===== src/rtl/apb_req_arbiter_pkg.sv =====
// -----------------------------------------------------------------------------
// apb_req_arbiter_pkg
//   Shared types and helpers for the APB request arbiter:
//   - apb_arb_state_t : APB transfer sequencer states (IDLE/SETUP/ACCESS)
//   - idx_width()     : index/counter width for a given range, never below 1
// -----------------------------------------------------------------------------
package apb_req_arbiter_pkg;

    typedef enum logic [1:0] {
        ARB_IDLE   = 2'd0,
        ARB_SETUP  = 2'd1,
        ARB_ACCESS = 2'd2
    } apb_arb_state_t;

    localparam int unsigned NUM_REQ_DEFAULT = 4;

    // Width needed to hold values 0..n-1 (owner index, wait counter).
    function automatic int unsigned idx_width(input int unsigned n);
        return (n < 2) ? 1 : $clog2(n);
    endfunction

endpackage


===== src/rtl/apb_req_arbiter_rr.sv =====
// -----------------------------------------------------------------------------
// apb_req_arbiter_rr
//   Round-robin picker. Combinationally selects the first asserted request
//   scanning upward from the priority pointer (wrapping), and advances the
//   pointer to winner+1 when grant_en_i is high.
// Ports
//   clk_i, rst_i  : clock, asynchronous active-high reset (pointer -> 0)
//   req_i         : request vector
//   grant_en_i    : commit the current pick (advance pointer)
//   gnt_o         : one-hot winner (all zero when no request)
//   gnt_idx_o     : binary winner index
// -----------------------------------------------------------------------------
module apb_req_arbiter_rr
    import apb_req_arbiter_pkg::*;
#(
    parameter int unsigned NUM_REQ = NUM_REQ_DEFAULT,
    parameter int unsigned IW      = idx_width(NUM_REQ)
) (
    input  logic               clk_i,
    input  logic               rst_i,
    input  logic [NUM_REQ-1:0] req_i,
    input  logic               grant_en_i,
    output logic [NUM_REQ-1:0] gnt_o,
    output logic [IW-1:0]      gnt_idx_o
);

    logic [IW-1:0]        ptr_q, ptr_d;
    logic [2*NUM_REQ-1:0] req_dbl;
    logic [NUM_REQ-1:0]   req_rot;
    logic                 found;
    int unsigned          win;

    always_comb begin
        // Rotate so the pointer position lands at bit 0; the first set bit
        // of the rotated vector is the winner's distance from the pointer.
        req_dbl = {req_i, req_i};
        req_rot = NUM_REQ'(req_dbl >> ptr_q);
        found   = 1'b0;
        win     = 0;
        for (int unsigned i = 0; i < NUM_REQ; i++) begin
            if (!found && req_rot[i]) begin
                found = 1'b1;
                win   = (32'(ptr_q) + i) % NUM_REQ;
            end
        end
        gnt_o     = found ? (NUM_REQ'(1) << win) : '0;
        gnt_idx_o = IW'(win);
        ptr_d     = (grant_en_i && found) ? IW'((win + 1) % NUM_REQ) : ptr_q;
    end

    always_ff @(posedge clk_i or posedge rst_i) begin
        if (rst_i) begin
            ptr_q <= '0;
        end else begin
            ptr_q <= ptr_d;
        end
    end

endmodule


===== src/rtl/apb_req_arbiter.sv =====
// -----------------------------------------------------------------------------
// apb_req_arbiter
//   Shares one APB master port among NUM_REQ requesters with round-robin
//   arbitration, runs IDLE->SETUP->ACCESS transfers, routes the response to
//   the owning requester and aborts a slave that stalls too long.
// Ports
//   pclk, preset       : clock, asynchronous active-high reset
//   req_valid_i/write/addr/wdata : per-requester request (addr/wdata packed)
//   req_ready_o        : one-hot grant pulse (fields sampled this cycle)
//   rsp_valid_o        : one-hot response pulse to the owner
//   rsp_rdata_o/err_o  : response data / timeout flag, held until next response
//   busy_o             : transfer in SETUP/ACCESS
//   psel_o..pwdata_o   : APB master outputs
//   prdata_i, pready_i : APB slave response
// -----------------------------------------------------------------------------
module apb_req_arbiter
    import apb_req_arbiter_pkg::*;
#(
    parameter int unsigned NUM_REQ     = NUM_REQ_DEFAULT,
    parameter int unsigned AW          = 32,
    parameter int unsigned DW          = 32,
    parameter int unsigned TIMEOUT_CYC = 16
) (
    input  logic                  pclk,
    input  logic                  preset,
    input  logic [NUM_REQ-1:0]    req_valid_i,
    input  logic [NUM_REQ-1:0]    req_write_i,
    input  logic [NUM_REQ*AW-1:0] req_addr_i,
    input  logic [NUM_REQ*DW-1:0] req_wdata_i,
    output logic [NUM_REQ-1:0]    req_ready_o,
    output logic [NUM_REQ-1:0]    rsp_valid_o,
    output logic [DW-1:0]         rsp_rdata_o,
    output logic                  rsp_err_o,
    output logic                  busy_o,
    output logic                  psel_o,
    output logic                  penable_o,
    output logic                  pwrite_o,
    output logic [AW-1:0]         paddr_o,
    output logic [DW-1:0]         pwdata_o,
    input  logic [DW-1:0]         prdata_i,
    input  logic                  pready_i
);

    localparam int unsigned IW = idx_width(NUM_REQ);
    localparam int unsigned CW = idx_width(TIMEOUT_CYC);

    apb_arb_state_t     state_q, state_d;
    logic [IW-1:0]      owner_q, owner_d;
    logic               write_q, write_d;
    logic [AW-1:0]      addr_q, addr_d;
    logic [DW-1:0]      wdata_q, wdata_d;
    logic [CW-1:0]      wait_q, wait_d;
    logic [NUM_REQ-1:0] rsp_valid_q, rsp_valid_d;
    logic [DW-1:0]      rsp_rdata_q, rsp_rdata_d;
    logic               rsp_err_q, rsp_err_d;

    logic [NUM_REQ-1:0] arb_req, arb_gnt;
    logic [IW-1:0]      arb_idx;
    logic               arb_en;
    logic               at_limit;

    // Requests are only presented to the picker in IDLE, so a grant (and a
    // pointer advance) can only happen there.
    always_comb begin
        arb_req = (state_q == ARB_IDLE) ? req_valid_i : '0;
        arb_en  = |arb_req;
    end

    apb_req_arbiter_rr #(
        .NUM_REQ (NUM_REQ),
        .IW      (IW)
    ) u_rr (
        .clk_i      (pclk),
        .rst_i      (preset),
        .req_i      (arb_req),
        .grant_en_i (arb_en),
        .gnt_o      (arb_gnt),
        .gnt_idx_o  (arb_idx)
    );

    // Limit reached on the TIMEOUT_CYC-th consecutive stalled ACCESS cycle.
    always_comb begin
        at_limit = (TIMEOUT_CYC != 0) && ((32'(wait_q) + 1) == TIMEOUT_CYC);
    end

    always_comb begin
        state_d     = state_q;
        owner_d     = owner_q;
        write_d     = write_q;
        addr_d      = addr_q;
        wdata_d     = wdata_q;
        wait_d      = '0;
        rsp_valid_d = '0;
        rsp_rdata_d = rsp_rdata_q;
        rsp_err_d   = rsp_err_q;
        unique case (state_q)
            ARB_IDLE: begin
                if (arb_en) begin
                    owner_d = arb_idx;
                    write_d = req_write_i[arb_idx];
                    addr_d  = AW'(req_addr_i >> (32'(arb_idx) * AW));
                    wdata_d = DW'(req_wdata_i >> (32'(arb_idx) * DW));
                    state_d = ARB_SETUP;
                end
            end
            ARB_SETUP: begin
                state_d = ARB_ACCESS;
            end
            ARB_ACCESS: begin
                if (pready_i || at_limit) begin
                    // Normal completion wins over a coincident timeout.
                    rsp_valid_d = NUM_REQ'(1) << owner_q;
                    rsp_err_d   = !pready_i;
                    rsp_rdata_d = (pready_i && !write_q) ? prdata_i : '0;
                    // Clearing the request registers keeps the bus at 0 in IDLE.
                    write_d     = 1'b0;
                    addr_d      = '0;
                    wdata_d     = '0;
                    state_d     = ARB_IDLE;
                end else begin
                    wait_d = wait_q + CW'(1);
                end
            end
            default: begin
                state_d = ARB_IDLE;
            end
        endcase
    end

    always_ff @(posedge pclk or posedge preset) begin
        if (preset) begin
            state_q     <= ARB_IDLE;
            owner_q     <= '0;
            write_q     <= 1'b0;
            addr_q      <= '0;
            wdata_q     <= '0;
            wait_q      <= '0;
            rsp_valid_q <= '0;
            rsp_rdata_q <= '0;
            rsp_err_q   <= 1'b0;
        end else begin
            state_q     <= state_d;
            owner_q     <= owner_d;
            write_q     <= write_d;
            addr_q      <= addr_d;
            wdata_q     <= wdata_d;
            wait_q      <= wait_d;
            rsp_valid_q <= rsp_valid_d;
            rsp_rdata_q <= rsp_rdata_d;
            rsp_err_q   <= rsp_err_d;
        end
    end

    always_comb begin
        req_ready_o = arb_gnt;
        rsp_valid_o = rsp_valid_q;
        rsp_rdata_o = rsp_rdata_q;
        rsp_err_o   = rsp_err_q;
        psel_o      = (state_q != ARB_IDLE);
        penable_o   = (state_q == ARB_ACCESS);
        busy_o      = (state_q != ARB_IDLE);
        pwrite_o    = write_q;
        paddr_o     = addr_q;
        pwdata_o    = wdata_q;
    end

endmodule


===== config.mk =====
export PLATFORM = sky130hd
export DESIGN_NAME = apb_req_arbiter
export DESIGN_NICKNAME = d
export VERILOG_FILES = /design/src/rtl/apb_req_arbiter_pkg.sv /design/src/rtl/apb_req_arbiter_rr.sv /design/src/rtl/apb_req_arbiter.sv
export SDC_FILE = /design/constraint.sdc
export NUM_CORES = 1
export LEC_CHECK = 0
export ABC_CLOCK_PERIOD_IN_PS = 3700
export BUFFER_PORTS_ARGS = -buffer_cell sky130_fd_sc_hd__buf_2
export CAP_MARGIN = 20
export CORE_AREA = 10 10 151 153
export CTS_CLUSTER_SIZE = 40
export DETAILED_ROUTE_END_ITERATION = 10
export DIE_AREA = 0 0 161 163
export GPL_TIMING_DRIVEN = 0
export PLACE_DENSITY = 0.66
export SYNTH_ARGS = -nofsm -noshare
export SYNTH_HDL_FRONTEND = slang
export SYNTH_SLANG_ARGS = --single-unit

===== constraint.sdc =====
create_clock -name pclk -period 3.7 [get_ports pclk]
set_input_delay 0.555 -clock pclk [delete_from_list [all_inputs] [get_ports pclk]]
set_output_delay 0.555 -clock pclk [all_outputs]
set_load 0.02 [all_outputs]

==> flow_summary.json, run 1 <==
{
  "reg2reg_from": "state_q[0]$_DFFE_PP0P_",
  "path_clk_slew_ns": 0.09,
  "fin_cells": 1443,
  "synthMuxAreaShare": 0.09676,
  "viasPerCell": 5.277,
  "synth_edf_count": 0,
  "path_max_fanout": 11,
  "syn-instance-count": 750,
  "hold_path_class": "primary input to asynchronous set/reset pin",
  "synth_fp_nets": 1054,
  "crit_arrival_ns": 2.68,
  "dp_hpwl_um": 24320,
  "synth-main-ff-cell": "dfrtp_1",
  "synth-xor-area-share": 0.002523,
  "worstSetupPathType": "flip-flop to output port",
  "p_leak_nw": 5.091,
  "ios": 408,
  "start_util": 0.3488,
  "worstSetupStartpointType": "flip-flop",
  "synth_common_cells": "nand2_1, dfrtp_1, mux2i_1",
  "critPathTopFamily": "buffers and inverters",
  "cts-root-buf": "clkbuf_16",
  "wl_per_cell_um": 21.27,
  "yosysMostFrequentCell": "nand2_1",
  "synth_top_family_by_area": "compound AO/OA/AOI/OAI gates",
  "clock.fmax_mhz": 309.2,
  "synth-seq-cells": 112,
  "status": "complete, no violations",
  "drive_gt1_frac": 0.4215,
  "crit_path_top_delay_cell": "dfrtp_1",
  "cts_inserted_buffers": 9,
  "grt_antenna_before_repair": 1,
  "place.gp.congestion": 0.8862,
  "ctsHoldBuffers": 0,
  "synthSimpleGateAreaFrac": 0.1759,
  "critPathBufInv": 4,
  "clock_sinks": 112,
  "synth_area_per_cell_um2": 9.259,
  "synth_area_um2": 6944,
  "drtIter0Drc": 514,
  "synth_fa_ha_area_frac": 0.009009,
  "r2r_slack_ns": 1.27,
  "clockBufferDepth": 2,
  "worst_ir_drop_vdd_mv": 0.3294,
  "hold_viol": 0,
  "placedCellCount": 1426,
  "tightest_slew_ns": 0.6159,
  "yosys_warnings": 0,
  "track_usage": 0.2204,
  "dieArea_um2": 26240,
  "grt_pass1_vias": 7804,
  "fin_area_um2": 9651,
  "synth_top_area_cell": "dfrtp_1",
  "cpPeakStageDelay_ns": 0.41,
  "setup_violations": 0,
  "maxCapViolations": 0,
  "port_buffers": 405,
  "dr.pass1.iters": 5,
  "drtAntennaViolNets": 0,
  "cts_tree": "done",
  "cts_resized": 0,
  "routed_wl_um": 30700,
  "power_density_nw_per_um2": 814.3,
  "path_cells": "nor2_1, o221a_2, buf_2, clkbuf_1, inv_2, ha_1, and2_1, buf_2",
  "rsz0062_at_grt": "no",
  "r2r-end": "u_rr.ptr_q[1]$_DFFE_PP0P_",
  "row_count": 52,
  "core_um2": 19910,
  "fp.dieW_um": 161,
  "cp.required_ns": 3.14,
  "cp-end-kind": "output port",
  "place_area_um2": 9341,
  "grt_max_degree": 69,
  "postCtsSetupBuffers": 0,
  "die_y_um": 163,
  "worst_hold_slack_ns": 0.2015,
  "grt_pass1_wl_um": 46000,
  "synth_top_area_frac": 0.4036,
  "synth_compound_area_frac": 0.2530,
  "clock_latency_ns": 0.36,
  "drc_errors": 0,
  "final_nets": 1471,
  "fin_crit_sh": 0.8740,
  "synth.area.top_cells": "dfrtp_1, mux2i_1, nand2_1, o211ai_1, o31ai_1",
  "globalRouteOverflowTotal": 0,
  "num_vias": 7614,
  "reg2reg_depth": 6,
  "final-max-slew-violation-count": 0,
  "synth.distinct_cells": 41,
  "ys_seq_area_frac": 0.4036,
  "relSlewSlack": 0.5872,
  "cts_htree_levels": 3,
  "fin_crit_ns": 3.234,
  "syn_to_final_growth_pct": 38.97,
  "async_flop_share": 1.000,
  "clock_skew_ns": 0.01670,
  "crit_top_cell": "buf_2"
}
## registers in the layout, indices dropped and copies added (netlist names)
signal       flops
owner_q          2
paddr_o         32
pwdata_o        32
pwrite_o         1
rsp_err_o        1
rsp_rdata_o     32
rsp_valid_o      4
state_q          2
u_rr.ptr_q       2
wait_q           4
## power breakdown
group	total [mW]	internal [mW]	switching (mW)	leakage [nW]
clock network	1.03	0.485	0.540	0.150
logic	4.74	1.69	3.06	3.50
registers	2.09	1.78	0.311	1.44
## cell usage in the layout (no fill, tap or decap), types with 33 or more instances in the layout
cell type,instances
nand2_1,134
dfrtp_1,112
nand4_1,65
a21bo_1,33
mux2i_1,66
clkbuf_1,47
buf_2,428
o31ai_1,65
o211ai_1,65
## per-stage QoR
| step | setup slack, ns | setup TNS [ns] | power [mW] | util |
|---|---|---|---|---|
| 6_report | 0.4663 | 0 | 7.858 | 0.4847 |
| 5_1_grt | 0.2579 | 0 | 8.407 | 0.4847 |
| 4_1_cts | 0.4245 | 0 | 7.918 | 0.4846 |
| 3_5_place_dp | 0.6798 | 0 | 6.876 | 0.4692 |
| 3_3_place_gp | -1.415 | -157.07 | 6.795 | 0.4676 |
| 2_1_floorplan | 0.1860 | 0 | 5.194 | - |
## how the worst max path moves through the flow
stage / start / cells past startpoint / slack (ns) / endpoint
final: state_q[0]$_DFFE_PP0P_ / 8 / 0.47 / req_ready_o[0]
after global routing: state_q[1]$_DFFE_PP0P_ / 8 / 0.26 / req_ready_o[0]
after CTS: state_q[0]$_DFFE_PP0P_ / 8 / 0.42 / req_ready_o[0]
after detailed placement: req_valid_i[1] / 10 / 0.68 / req_ready_o[0]
after global placement: preset / 2 / -1.42 / paddr_o[25]$_DFFE_PP0P_
after floorplan: preset / 1 / 0.19 / owner_q[0]$_DFFE_PP0P_
## area by class of cell
class	count	area (um2)
timing repair buffer	406	2054
sequential	112	2803
fill	1994	10260
clock buffer	9	225.2
multi-input combinational	545	3730
inverter	10	42.54
buffer	83	374.1
antenna	1	2.502
clock inverter	7	81.33
tap	270	337.8
## cell families after synthesis
group,after synthesis
compound gates,214
xor+xnor,2
fa+ha+maj,5
buf+inv,93
flops,112
mux,67
simple gates,257
## metal layers
layer	global-route usage	wire length, um	up-vias	part of all wire
li1	-	-	3634	-
met3	0.05536	2314	41	0.075
met4	0.07940	745	0	0.024
met5	0	0	-	0
met2	0.3686	15090	323	0.49
met1	0.2698	12550	3616	0.41
(Power assumes the default switching activity.)
==> run 2, diff against run 1 <==
--- a/config.mk
+++ b/config.mk
@@ -5,15 +5,17 @@
 export SDC_FILE = /design/constraint.sdc
 export NUM_CORES = 1
 export LEC_CHECK = 0
+export ABC_AREA = 1
 export ABC_CLOCK_PERIOD_IN_PS = 3700
 export BUFFER_PORTS_ARGS = -buffer_cell sky130_fd_sc_hd__buf_2
 export CAP_MARGIN = 20
-export CORE_AREA = 10 10 151 153
-export CTS_CLUSTER_SIZE = 40
+export CORE_AREA = 10 10 149 151
+export CTS_CLUSTER_SIZE = 14
 export DETAILED_ROUTE_END_ITERATION = 10
-export DIE_AREA = 0 0 161 163
+export DIE_AREA = 0 0 159 161
 export GPL_TIMING_DRIVEN = 0
-export PLACE_DENSITY = 0.66
+export PLACE_DENSITY = 0.69
+export SKIP_LAST_GASP = 1
 export SYNTH_ARGS = -nofsm -noshare
 export SYNTH_HDL_FRONTEND = slang
 export SYNTH_SLANG_ARGS = --single-unit
==> flow_summary.json, run 2 <==
{
  "status": "complete, no violations",
  "start_util": 0.3722,
  "synth_area_um2": 7148,
  "die_y_um": 161,
  "grt_pass1_wl_um": 47540,
  "routed_wl_um": 31570,
  "layout_commonest_cell": "buf_2",
  "worst_hold_slack_ns": 0.2358,
  "hold_path_class": "primary input to asynchronous set/reset pin",
  "cts_resized": 0,
  "dr.pass1.iters": 5,
  "cp.required_ns": 3.14,
  "p_leak_nw": 5.908,
  "layout.cells.most_common_list": "buf_2, nand2_1, nand3_1",
  "synth_edf_count": 0,
  "grt_util_met3": 0.04779,
  "rsz0062_at_grt": "no",
  "grt.busiest_layer": "met2",
  "drc_errors": 0,
  "clockBufferDepth": 2,
  "yosys_warnings": 0,
  "syn-instance-count": 1049,
  "dieArea_um2": 25600,
  "row_count": 51,
  "ys_seq_area_frac": 0.3921,
  "clock_skew_ns": 0.009886,
  "grtUsageMet1": 0.2945,
  "setup_total_negative_slack_ns": 0,
  "grtUsageMet2": 0.3956,
  "synth_top_area_cell": "dfrtp_1",
  "yosysMostFrequentCell": "nand2_1",
  "cts-root-buf": "clkbuf_16",
  "synth_fp_nets": 1353,
  "synth_top_area_frac": 0.3921,
  "power_density_nw_per_um2": 1143,
  "worstSetupPathType": "flip-flop to output port",
  "place.gp.congestion": 0.9223,
  "globalRouteOverflowTotal": 0,
  "drive_gt1_frac": 0.3304,
  "synth_area_per_cell_um2": 6.814,
  "worst_ir_drop_vdd_mv": 0.5726,
  "post-route-util": 0.5105,
  "wl_per_cell_um": 18.16,
  "core_um2": 19210,
  "synth_common_cells": "nand2_1, nand3_1, dfrtp_1",
  "grt_pass1_vias": 8295,
  "synth.distinct_cells": 28,
  "final_nets": 1771,
  "synth-main-ff-cell": "dfrtp_1",
  "clock_sinks": 112,
  "cts_inserted_buffers": 9,
  "dp_hpwl_um": 25720,
  "reg2reg_depth": 8,
  "relSlewSlack": 0.4136,
  "port_buffers": 407,
  "reg2reg_from": "wait_q[0]$_DFF_PP0_",
  "viasPerCell": 4.806,
  "synth.area.top_cells": "dfrtp_1, nand2_1, nand3_1, inv_1, or2_0",
  "num_vias": 8353,
  "cts_htree_levels": 3,
  "cts_tree": "done",
  "r2r_slack_ns": 1.13,
  "synth-seq-cells": 112,
  "ios": 408,
  "tightest_slew_ns": 0.8728,
  "grt_max_degree": 66,
  "path_clk_slew_ns": 0.07,
  "final-max-slew-violation-count": 0,
  "maxCapViolations": 0,
  "crit_arrival_ns": 2.88,
  "fin_cells": 1738,
  "drtIter0Drc": 560,
  "drtAntennaViolNets": 0,
  "fin_crit_sh": 0.9280,
  "async_flop_share": 1.000,
  "grt_antenna_before_repair": 1,
  "cpPeakStageDelay_ns": 0.41,
  "track_usage": 0.2330,
  "fin_crit_ns": 3.433,
  "worstSetupStartpointType": "flip-flop",
  "fillers": 1999,
  "syn_to_final_growth_pct": 37.18,
  "placedCellCount": 1722,
  "cp-end-kind": "output port",
  "crit_top_cell": "nand3_1",
  "hold_viol": 0,
  "setup_violations": 0,
  "path_max_fanout": 11,
  "path_cells": "nor2_2, buf_6, nand3_1, nand3_1, nand2_1, nand3_1, nand3_2, nand2_2, buf_4, buf_2, ha_1, inv_1, nor2_1, buf_2",
  "clock.fmax_mhz": 291.2,
  "clock_latency_ns": 0.35,
  "crit_path_top_delay_cell": "dfrtp_1",
  "fp.dieW_um": 159,
  "r2r-end": "pwdata_o[5]$_DFFE_PP0P_"
}
==> run 2: cell types whose count changed in the layout (fill, tap and decap cells not counted), sizes merged, moves of 14 or more <==
cell,previous run,this run
nand2,134,429
nand3,33,182
inv,13,97
mux2i,66,0
a21bo,65,0
o31ai,65,0
nand4,65,1
or2,0,53
o211ai,65,25
nand3b,1,27
clkbuf,56,36
a21boi,0,14
==> run 2: where the power goes <==
| group | internal [mW] | switching (mW) |
|---|---|---|
| combinational | 2.67 | 5.52 |
| clock | 0.456 | 0.444 |
| sequential | 1.82 | 0.305 |
| total | 4.94 | 6.27 |
==> run 2: worst max-delay path, delay by kind of cell, from the launching register on <==
kind / cells / cell delay [ns]
AND/OR/NAND/NOR: 8 / 1.07
buffers and inverters: 5 / 0.85
adder cells (fa/ha/maj): 1 / 0.20
flip-flops: 1 / 0.41
==> run 2: final cells by class <==
cell class                      count  area, um2  area share
Sequential cell                   112       2803      0.2858
Clock buffer                       12      236.5     0.02412
Multi-Input combinational cell    769       3597      0.3668
Buffer                             71      384.1     0.03917
Tap cell                          265      331.6     0.03381
Antenna cell                        2      5.005   0.0005104
Inverter                           96      365.4     0.03726
Timing Repair Buffer              408       2064      0.2105
Clock inverter                      3      18.77    0.001914
==> run 2: worst max-delay path by stage <==
stage	startpoint	to	slack, ns	cells after the start
2_1_floorplan	preset	owner_q[0]$_DFFE_PP0P_	0.19	1
3_3_place_gp	preset	pwdata_o[15]$_DFFE_PP0P_	-1.26	2
3_5_place_dp	req_valid_i[1]	req_ready_o[3]	0.60	13
4_1_cts	state_q[0]$_DFFE_PP0P_	req_ready_o[3]	0.24	13
5_1_grt	state_q[0]$_DFFE_PP0P_	req_ready_o[0]	0.005	14
6_report	state_q[0]$_DFFE_PP0P_	req_ready_o[0]	0.27	14
==> run 2: metal layers <==
layer | routed length, um | up-vias
li1 | - | 4132
met1 | 13360 | 3857
met2 | 15510 | 330
met3 | 2113 | 34
met4 | 590 | 0
met5 | 0 | -
==> run 2: metrics by stage <==
stage,area (um2),total power [mW],setup WS [ns]
floorplan,7148,7.685,0.1860
global placement,9517,10.28,-1.261
detailed placement,9549,10.40,0.6030
CTS,9804,11.32,0.2385
global route,9803,12.36,0.004891
finish,9806,11.21,0.2665
==> run 2: logic make-up after synthesis <==
logic type,after synthesis,share of synthesized area
AO/OA/AOI/OAI,48,0.04814
XOR/XNOR,3,0.003676
adder cells (fa/ha/maj),5,0.008752
buffers and inverters,168,0.1047
flip-flops,112,0.3921
AND/OR/NAND/NOR,713,0.4427
==> run 2: repair_timing <==
action,CTS,global route
buffers inserted,0,0
endpoints found under the setup margin,0,1
hold endpoints to repair,0,0
hold buffers,0,0
